## config.mk

```make
export PLATFORM = sky130hd
export DESIGN_NAME = pc_sequencer
export DESIGN_NICKNAME = d
export VERILOG_FILES = /design/src/rtl/mips_pkg.sv /design/src/rtl/pc_target_calc.sv /design/src/rtl/pc_sequencer.sv
export SDC_FILE = /design/constraint.sdc
export NUM_CORES = 1
export LEC_CHECK = 0
export CORE_ASPECT_RATIO = 1.75
export CORE_UTILIZATION = 40
export DETAILED_ROUTE_END_ITERATION = 10
export GPL_ROUTABILITY_DRIVEN = 0
export HOLD_SLACK_MARGIN = 0.08
export PLACE_DENSITY = 0.71
export SLEW_MARGIN = 15
export SYNTH_ARGS = -nofsm -noshare
export SYNTH_HDL_FRONTEND = slang
export SYNTH_HIERARCHICAL = 1
export SYNTH_SLANG_ARGS = --single-unit
export TNS_END_PERCENT = 1
```

## constraint.sdc

```tcl
create_clock -name clk -period 9 [get_ports clk]
set_clock_uncertainty 0.1 [all_clocks]
set_input_delay 2.25 -clock clk [delete_from_list [all_inputs] [get_ports clk]]
set_output_delay 2.25 -clock clk [all_outputs]
set_load 0.02 [all_outputs]
```

## src/rtl/mips_pkg.sv

```systemverilog
// Shared definitions for the MIPS next-PC logic: sequencer state encodings
// and default vector addresses.
package mips_pkg;

   typedef enum logic [1:0] {
      SEQ_BOOT = 2'd0,
      SEQ_RUN  = 2'd1,
      SEQ_HALT = 2'd2
   } seq_state_t;

   localparam logic [31:0] DEF_RESET_VECTOR = 32'h0000_0000;
   localparam logic [31:0] DEF_EXC_VECTOR   = 32'h0000_0080;
   localparam int          PC_INC           = 4;

endpackage

```

## src/rtl/pc_target_calc.sv

```systemverilog
// Combinational candidate-target generator: sequential, branch and jump
// addresses derived from the current PC.
module pc_target_calc
   import mips_pkg::*;
#(
   parameter int N_BIT = 32
) (
   input  logic [N_BIT-1:0] pc,
   input  logic [N_BIT-1:0] branch_offset,
   input  logic [25:0]      jump_index,
   output logic [N_BIT-1:0] pc_plus4,
   output logic [N_BIT-1:0] branch_target,
   output logic [N_BIT-1:0] jump_target
);

   // All sums wrap silently modulo 2^N_BIT.
   assign pc_plus4      = pc + N_BIT'(PC_INC);
   assign branch_target = pc_plus4 + {branch_offset[N_BIT-3:0], 2'b00};
   assign jump_target   = {pc_plus4[N_BIT-1:N_BIT-4], jump_index, 2'b00};

endmodule

```

## src/rtl/pc_sequencer.sv

```systemverilog
// Next-PC controller: boot/run/halt sequencing, exception entry/return
// tracking and the prioritised redirect mux feeding the PC register.
module pc_sequencer
   import mips_pkg::*;
#(
   parameter int               N_BIT        = 32,
   parameter logic [N_BIT-1:0] RESET_VECTOR = DEF_RESET_VECTOR,
   parameter logic [N_BIT-1:0] EXC_VECTOR   = DEF_EXC_VECTOR
) (
   input  logic             clk,
   input  logic             reset_n,
   input  logic [N_BIT-1:0] pc,
   input  logic             stall,
   input  logic             branch_taken,
   input  logic [N_BIT-1:0] branch_offset,
   input  logic             jump,
   input  logic [25:0]      jump_index,
   input  logic             jr,
   input  logic [N_BIT-1:0] jr_target,
   input  logic             exception,
   input  logic             eret,
   input  logic             halt_req,
   input  logic             resume,
   output logic [N_BIT-1:0] pc_dash,
   output logic [N_BIT-1:0] epc,
   output logic             exc_active,
   output logic [1:0]       seq_state
);

   seq_state_t       state_reg, state_next;
   logic [N_BIT-1:0] epc_reg, epc_next;
   logic             exc_active_reg, exc_active_next;
   logic [N_BIT-1:0] pc_plus4, branch_target, jump_target;

   pc_target_calc #(.N_BIT(N_BIT)) u_target_calc (
      .pc            (pc),
      .branch_offset (branch_offset),
      .jump_index    (jump_index),
      .pc_plus4      (pc_plus4),
      .branch_target (branch_target),
      .jump_target   (jump_target)
   );

   always_ff @(posedge clk or negedge reset_n) begin
      if (!reset_n) begin
         state_reg      <= SEQ_BOOT;
         epc_reg        <= '0;
         exc_active_reg <= 1'b0;
      end else begin
         state_reg      <= state_next;
         epc_reg        <= epc_next;
         exc_active_reg <= exc_active_next;
      end
   end

   always_comb begin
      state_next      = state_reg;
      epc_next        = epc_reg;
      exc_active_next = exc_active_reg;
      pc_dash         = pc;
      unique case (state_reg)
         SEQ_BOOT: begin
            pc_dash    = RESET_VECTOR;
            state_next = SEQ_RUN;
         end
         SEQ_RUN: begin
            // Masked exceptions and stray erets fall through to lower rules.
            if (exception && !exc_active_reg) begin
               pc_dash         = EXC_VECTOR;
               epc_next        = pc;
               exc_active_next = 1'b1;
            end else if (eret && exc_active_reg) begin
               pc_dash         = epc_reg;
               exc_active_next = 1'b0;
            end else if (halt_req) begin
               pc_dash    = pc;
               state_next = SEQ_HALT;
            end else if (stall) begin
               pc_dash = pc;
            end else if (jr) begin
               pc_dash = jr_target;
            end else if (jump) begin
               pc_dash = jump_target;
            end else if (branch_taken) begin
               pc_dash = branch_target;
            end else begin
               pc_dash = pc_plus4;
            end
         end
         SEQ_HALT: begin
            if (resume) begin
               pc_dash    = pc_plus4;
               state_next = SEQ_RUN;
            end else begin
               pc_dash = pc;
            end
         end
         default: begin
            pc_dash    = RESET_VECTOR;
            state_next = SEQ_BOOT;
         end
      endcase
   end

   assign epc        = epc_reg;
   assign exc_active = exc_active_reg;
   assign seq_state  = state_reg;

endmodule

```

Yosys cells after proc, flatten, opt, wreduce, memory -nomap -nowiden

Index checks and enable logic that the tools add are counted.

Bits in registers: 35
Output and inout port bits: 67
Logic and storage cells: 35

Add/subtract/negate cells: 2
Equality and inequality tests: 6
Mux-type cells: 16
Reductions and logical operators: 8

Operators with widths:

| operator                                            | count |
|---|---|
| two-way mux 32 bit                                  | 8 |
| case mux 32 bit (2 select lines)                    | 1 |
| adder 32 x 3 -> 32 bit, second input constant       | 1 |
| adder 32 bit                                        | 1 |
| two-way mux 2 bit                                   | 4 |
| != test 2 bit, second input constant                | 4 |
| case mux 2 bit (3 select lines)                     | 1 |
| AND reduction 2 bit                                 | 2 |
| AND reduction 4 bit                                 | 1 |
| equality test 2 x 1 -> 1 bit, second input constant | 1 |
| equality test 2 bit, second input constant          | 1 |
| logical AND 1 bit                                   | 2 |
| zero test 2 bit                                     | 1 |
| two-way mux 1 bit                                   | 2 |
| nonzero test 2 bit                                  | 1 |
| zero test 1 bit                                     | 1 |

Longest topological paths before layout

Depth after elaboration: 10
Gate-level depth with buffers: 20
Gate-level depth less buffers: 19

By module

Netlist, hierarchy kept.

By module, submodules not included:

| module         | times used | cells an instance | area each (sq um) |
|---|---|---|---|
| pc_sequencer   | 1          | 427               | 3563.4 |
| pc_target_calc | 1          | 347               | 2443.6 |

Least setup slack after synthesis

OpenSTA, ideal clock, no wires.

Path type: input-to-output
Start point: in pc[12]
End point: out pc_dash[31]
Arrival time: 5.721 ns
Path slack: 0.929 ns
Cell stages on the path: 19
Path buffers: 0
Path through: and4_1 > nand4_1 > nor2_1 > nand3_2 > nor3_1 > nand2_1 > xnor2_1 > ha_1 > nand2_1 > nor3_2 > nand2_1 > a2111oi_0 > nor3_1 > o21ai_1 > xnor2_1 > mux2i_1 > o21ai_0 > a21oi_1 > o32ai_1

Longest elaborated chain between the ends: 10
Elaborated cells on any way between the ends: 11

Ends and longest elaborated chain:

| element                          | RTL line             | source |
|---|---|---|
| start, declared                  | pc_sequencer.sv:12   | `input logic [N_BIT-1:0] pc,` |
| adder 32 x 3 -> 32 bit           | pc_target_calc.sv:17 | `assign pc_plus4 = pc + N_BIT'(PC_INC);` |
| net pc_plus4[26]                 | pc_sequencer.sv:33   | `logic [N_BIT-1:0] pc_plus4, branch_target, jump_target;` |
| adder 32 bit                     | pc_target_calc.sv:18 | `assign branch_target = pc_plus4 + {branch_offset[N_BIT-3:0], 2'b00};` |
| net branch_target[31]            | pc_sequencer.sv:33   |  |
| two-way mux 32 bit               | pc_sequencer.sv:84   | `end else if (branch_taken) begin` |
| two-way mux 32 bit               | pc_sequencer.sv:82   | `end else if (jump) begin` |
| two-way mux 32 bit               | pc_sequencer.sv:80   | `end else if (jr) begin` |
| two-way mux 32 bit               | pc_sequencer.sv:78   | `end else if (stall) begin` |
| two-way mux 32 bit               | pc_sequencer.sv:75   | `end else if (halt_req) begin` |
| two-way mux 32 bit               | pc_sequencer.sv:72   | `end else if (eret && exc_active_reg) begin` |
| two-way mux 32 bit               | pc_sequencer.sv:68   | `if (exception && !exc_active_reg) begin` |
| case mux 32 bit (2 select lines) | pc_sequencer.sv:61   | `unique case (state_reg)` |
| end, declared                    | pc_sequencer.sv:24   | `output logic [N_BIT-1:0] pc_dash,` |

The timed path passes the listed nets, and every way through them passes these cells.

Worst setup path after layout

Start point: in pc[14]
End point: out pc_dash[29]

Same word-level chain as after synthesis.

==> impl_metrics.json <==
{
  "synth_cell_types": 68,
  "setup_viol": 0,
  "cts.htree.levels": 2,
  "dr.pass1.iters": 5,
  "leakagePower_nw": 4.001,
  "die_x_um": 94.64,
  "largest_reg_flops": 32,
  "worstMarginPinSlew_ps": 1172,
  "final_area_um2": 8909,
  "place_area_um2": 8711,
  "drc": 0,
  "setup_tns_ps": 0,
  "cp_max_fo": 5,
  "routedWlPerCell_um": 19.14,
  "grt_pass1_vias": 6982,
  "fin_crit_sh_pct": 97.87,
  "vias": 6919,
  "ir_drop_v": 0.0001878,
  "wirelength_mm": 23.30,
  "period_needed_ps": 8808,
  "grtUsageTotal_pct": 30.13,
  "core_area_um2": 14510,
  "antenna_left": 0,
  "die_h_um": 164.1,
  "num_io_pins": 199,
  "cts_tree": "done",
  "grt_pass1_wl_mm": 35.68,
  "num_rows": 58,
  "hold_violations": 0,
  "utilization_pct": 61.38,
  "cts_buffers": 5,
  "slew_headroom_pct": 21.87,
  "yosysSeqAreaShare_pct": 14.58,
  "antenna_found_initial": 0,
  "synth_warnings": 6,
  "syn_inst": 774,
  "grt.overflow.total": 0,
  "cts.sinks": 35,
  "layout.cells.non_filler": 1217,
  "grt_max_degree": 39,
  "setup_slack_ps": 191.7,
  "finalMaxSlewViolations": 0,
  "crit_required_ps": 6650,
  "fin_nets": 1205,
  "routed_via_density": 5.685,
  "async_flop_share_pct": 100.0,
  "path_clk_slew_ps": 70,
  "dpl.cell_count": 1208,
  "rsz0062_at_grt": "true",
  "fmax_ghz": 0.1135,
  "min_path_type": "register to register",
  "startpoint_type": "input pin",
  "drive_gt1_share_pct": 19.88,
  "cts_hold_buffers": 0,
  "p_total_mw": 1.676,
  "cts_buffer_depth": 2,
  "initial_core_util_pct": 41.39,
  "most-common-layout-cells": "174 x clkdlybuf4s50_1, 142 x buf_4, 140 x nand2_1, 65 x mux2i_1, 62 x a21oi_1",
  "fillers": 1347,
  "ys_ff_latch": 35,
  "worstSkewPairLatency_ps": 290,
  "final_common_cell": "clkdlybuf4s50_1",
  "cts_setup_buffers": 0,
  "crit_chain": "clkdlybuf4s50_1 > and4_1 > nand4_1 > nor2_2 > nand3_2 > nor3_1 > nand2_1 > xnor2_2 > ha_1 > buf_4 > a21o_1 > buf_4 > a21o_1 > or4_1 > nand3_1 > mux2i_1 > o21ai_1 > a21oi_1 > o32ai_2 > buf_2",
  "dieArea_um2": 15530,
  "status": "completed",
  "area_growth_pct": 48.30,
  "place_ws_ps": -382.8,
  "root_buffer": "clkbuf_16",
  "hpwl_mm": 17.43,
  "cpPeakStageDelay_ps": 500,
  "ys.flop_type": "dfrtp_1",
  "syn_avg_cell_area_um2": 7.761,
  "cp-end-kind": "output port",
  "whs_ps": 421.6,
  "crit_slowest_cell": "or4_1",
  "synth_edf_count": 0,
  "drv_cap": 0,
  "cp.arrival_ps": 6460,
  "p_per_area_nw_per_um2": 188.1,
  "crit_type": "input pin to output port",
  "port_buffers": 196,
  "drt-initial-drc-count": 392,
  "synth_area_um2": 6007
}
cell type report:
| cell class | count | area [um2] | area share [%] |
|---|---|---|---|
| Multi-Input combinational cell | 640 | 4587 | 51.49 |
| Clock buffer | 5 | 125.1 | 1.404 |
| Sequential cell | 35 | 875.8 | 9.831 |
| Clock inverter | 3 | 43.79 | 0.4916 |
| Timing Repair Buffer | 338 | 2993 | 33.60 |
| Tap cell | 180 | 225.2 | 2.528 |
| Antenna cell | 1 | 2.502 | 0.02809 |
| Inverter | 15 | 56.30 | 0.6320 |
repair_timing:
action,CTS,global route
endpoints found under the hold margin,0,0
cloned,0,0
gates resized for setup,16,40
setup endpoints to repair,12,18
Yosys cell counts, types with 2 or more instances:
cell        n  area [um2]
a211oi_1    2       15.01
nor2b_1     2       12.51
ha_1       37       462.9
xnor2_1    36       315.3
nand4_1    12       75.07
a21oi_1    64       320.3
nor2_1     27       101.4
o32ai_2     7       113.9
o32ai_1    24       210.2
nand2b_1    2       12.51
o21ai_1     6       30.03
buf_4      40       300.3
clkbuf_2    3       15.01
mux2i_1    65       650.6
o22ai_1    31       193.9
dfrtp_1    35       875.8
o21ai_0    45       225.2
buf_6       7       78.83
o21bai_1    6       45.04
or4_1       2       15.01
and3_1      3       18.77
buf_2      14       70.07
nor3_1      5       25.02
xor2_1     17       148.9
o211ai_1    4       30.03
a31oi_1     4       25.02
a21oi_2     2       17.52
a21o_1     10       75.07
nor3_2      3       30.03
clkbuf_1   21       78.83
nor4_1      2       12.51
and2_2      2       15.01
o21ai_2     2       17.52
inv_1      13       48.80
a211oi_4    2       40.04
nand2_1   140       525.5
nor2_2      2       12.51
mux2_1     32       360.4
nand3_1    14       70.07
worst max-delay path: cells and delay by family:
family / cells / cell delay [ps]
and+or+nand+nor: 8 / 1730
xor gates and xnor gates: 1 / 230
AOI/OAI and AO/OA: 5 / 880
muxes: 1 / 90
buffers and inverters: 4 / 1000
adders and majority gates: 1 / 290
cells by family after synthesis:
kind of cell | count (synthesis) | synth area share (%)
multiplexers | 97 | 16.83
AND/OR/NAND/NOR | 226 | 17.12
other | 1 | 0.06243
flip-flops | 35 | 14.58
buffers and inverters | 100 | 9.977
AO/OA/AOI/OAI | 223 | 25.29
XOR/XNOR | 54 | 8.102
adder cells (fa/ha/maj) | 38 | 8.040
worst paths after layout:
check                                  start            to  slack (ps)  cells past startpoint
worst min-delay path                 epc[29]       epc[29]         420                      1
max in group asynchronous            reset_n       epc[20]        6180                      1
min in group asynchronous            reset_n  seq_state[0]        2010                      1
worst min register to register       epc[29]       epc[29]         420                      1
worst max-delay path                  pc[14]   pc_dash[29]         190                     20
worst max register to register  seq_state[1]  seq_state[1]        6850                      6
report_power, final:
part           internal, mW  switching [mW]  total [mW]
logic                 0.541           0.614        1.16
registers             0.238          0.0724       0.310
clock network         0.131          0.0793       0.210
total                 0.910           0.766        1.68
routing by layer:
layer / track usage [%] / routed length (um) / up-vias
met5: 0 / 0 / -
met2: 55.72 / 12450 / 266
met1: 33.27 / 8803 / 3261
met3: 2.037 / 906 / 75
met4: 16.39 / 1136 / 0
li1: - / - / 3317
(Power assumes the default switching activity.)
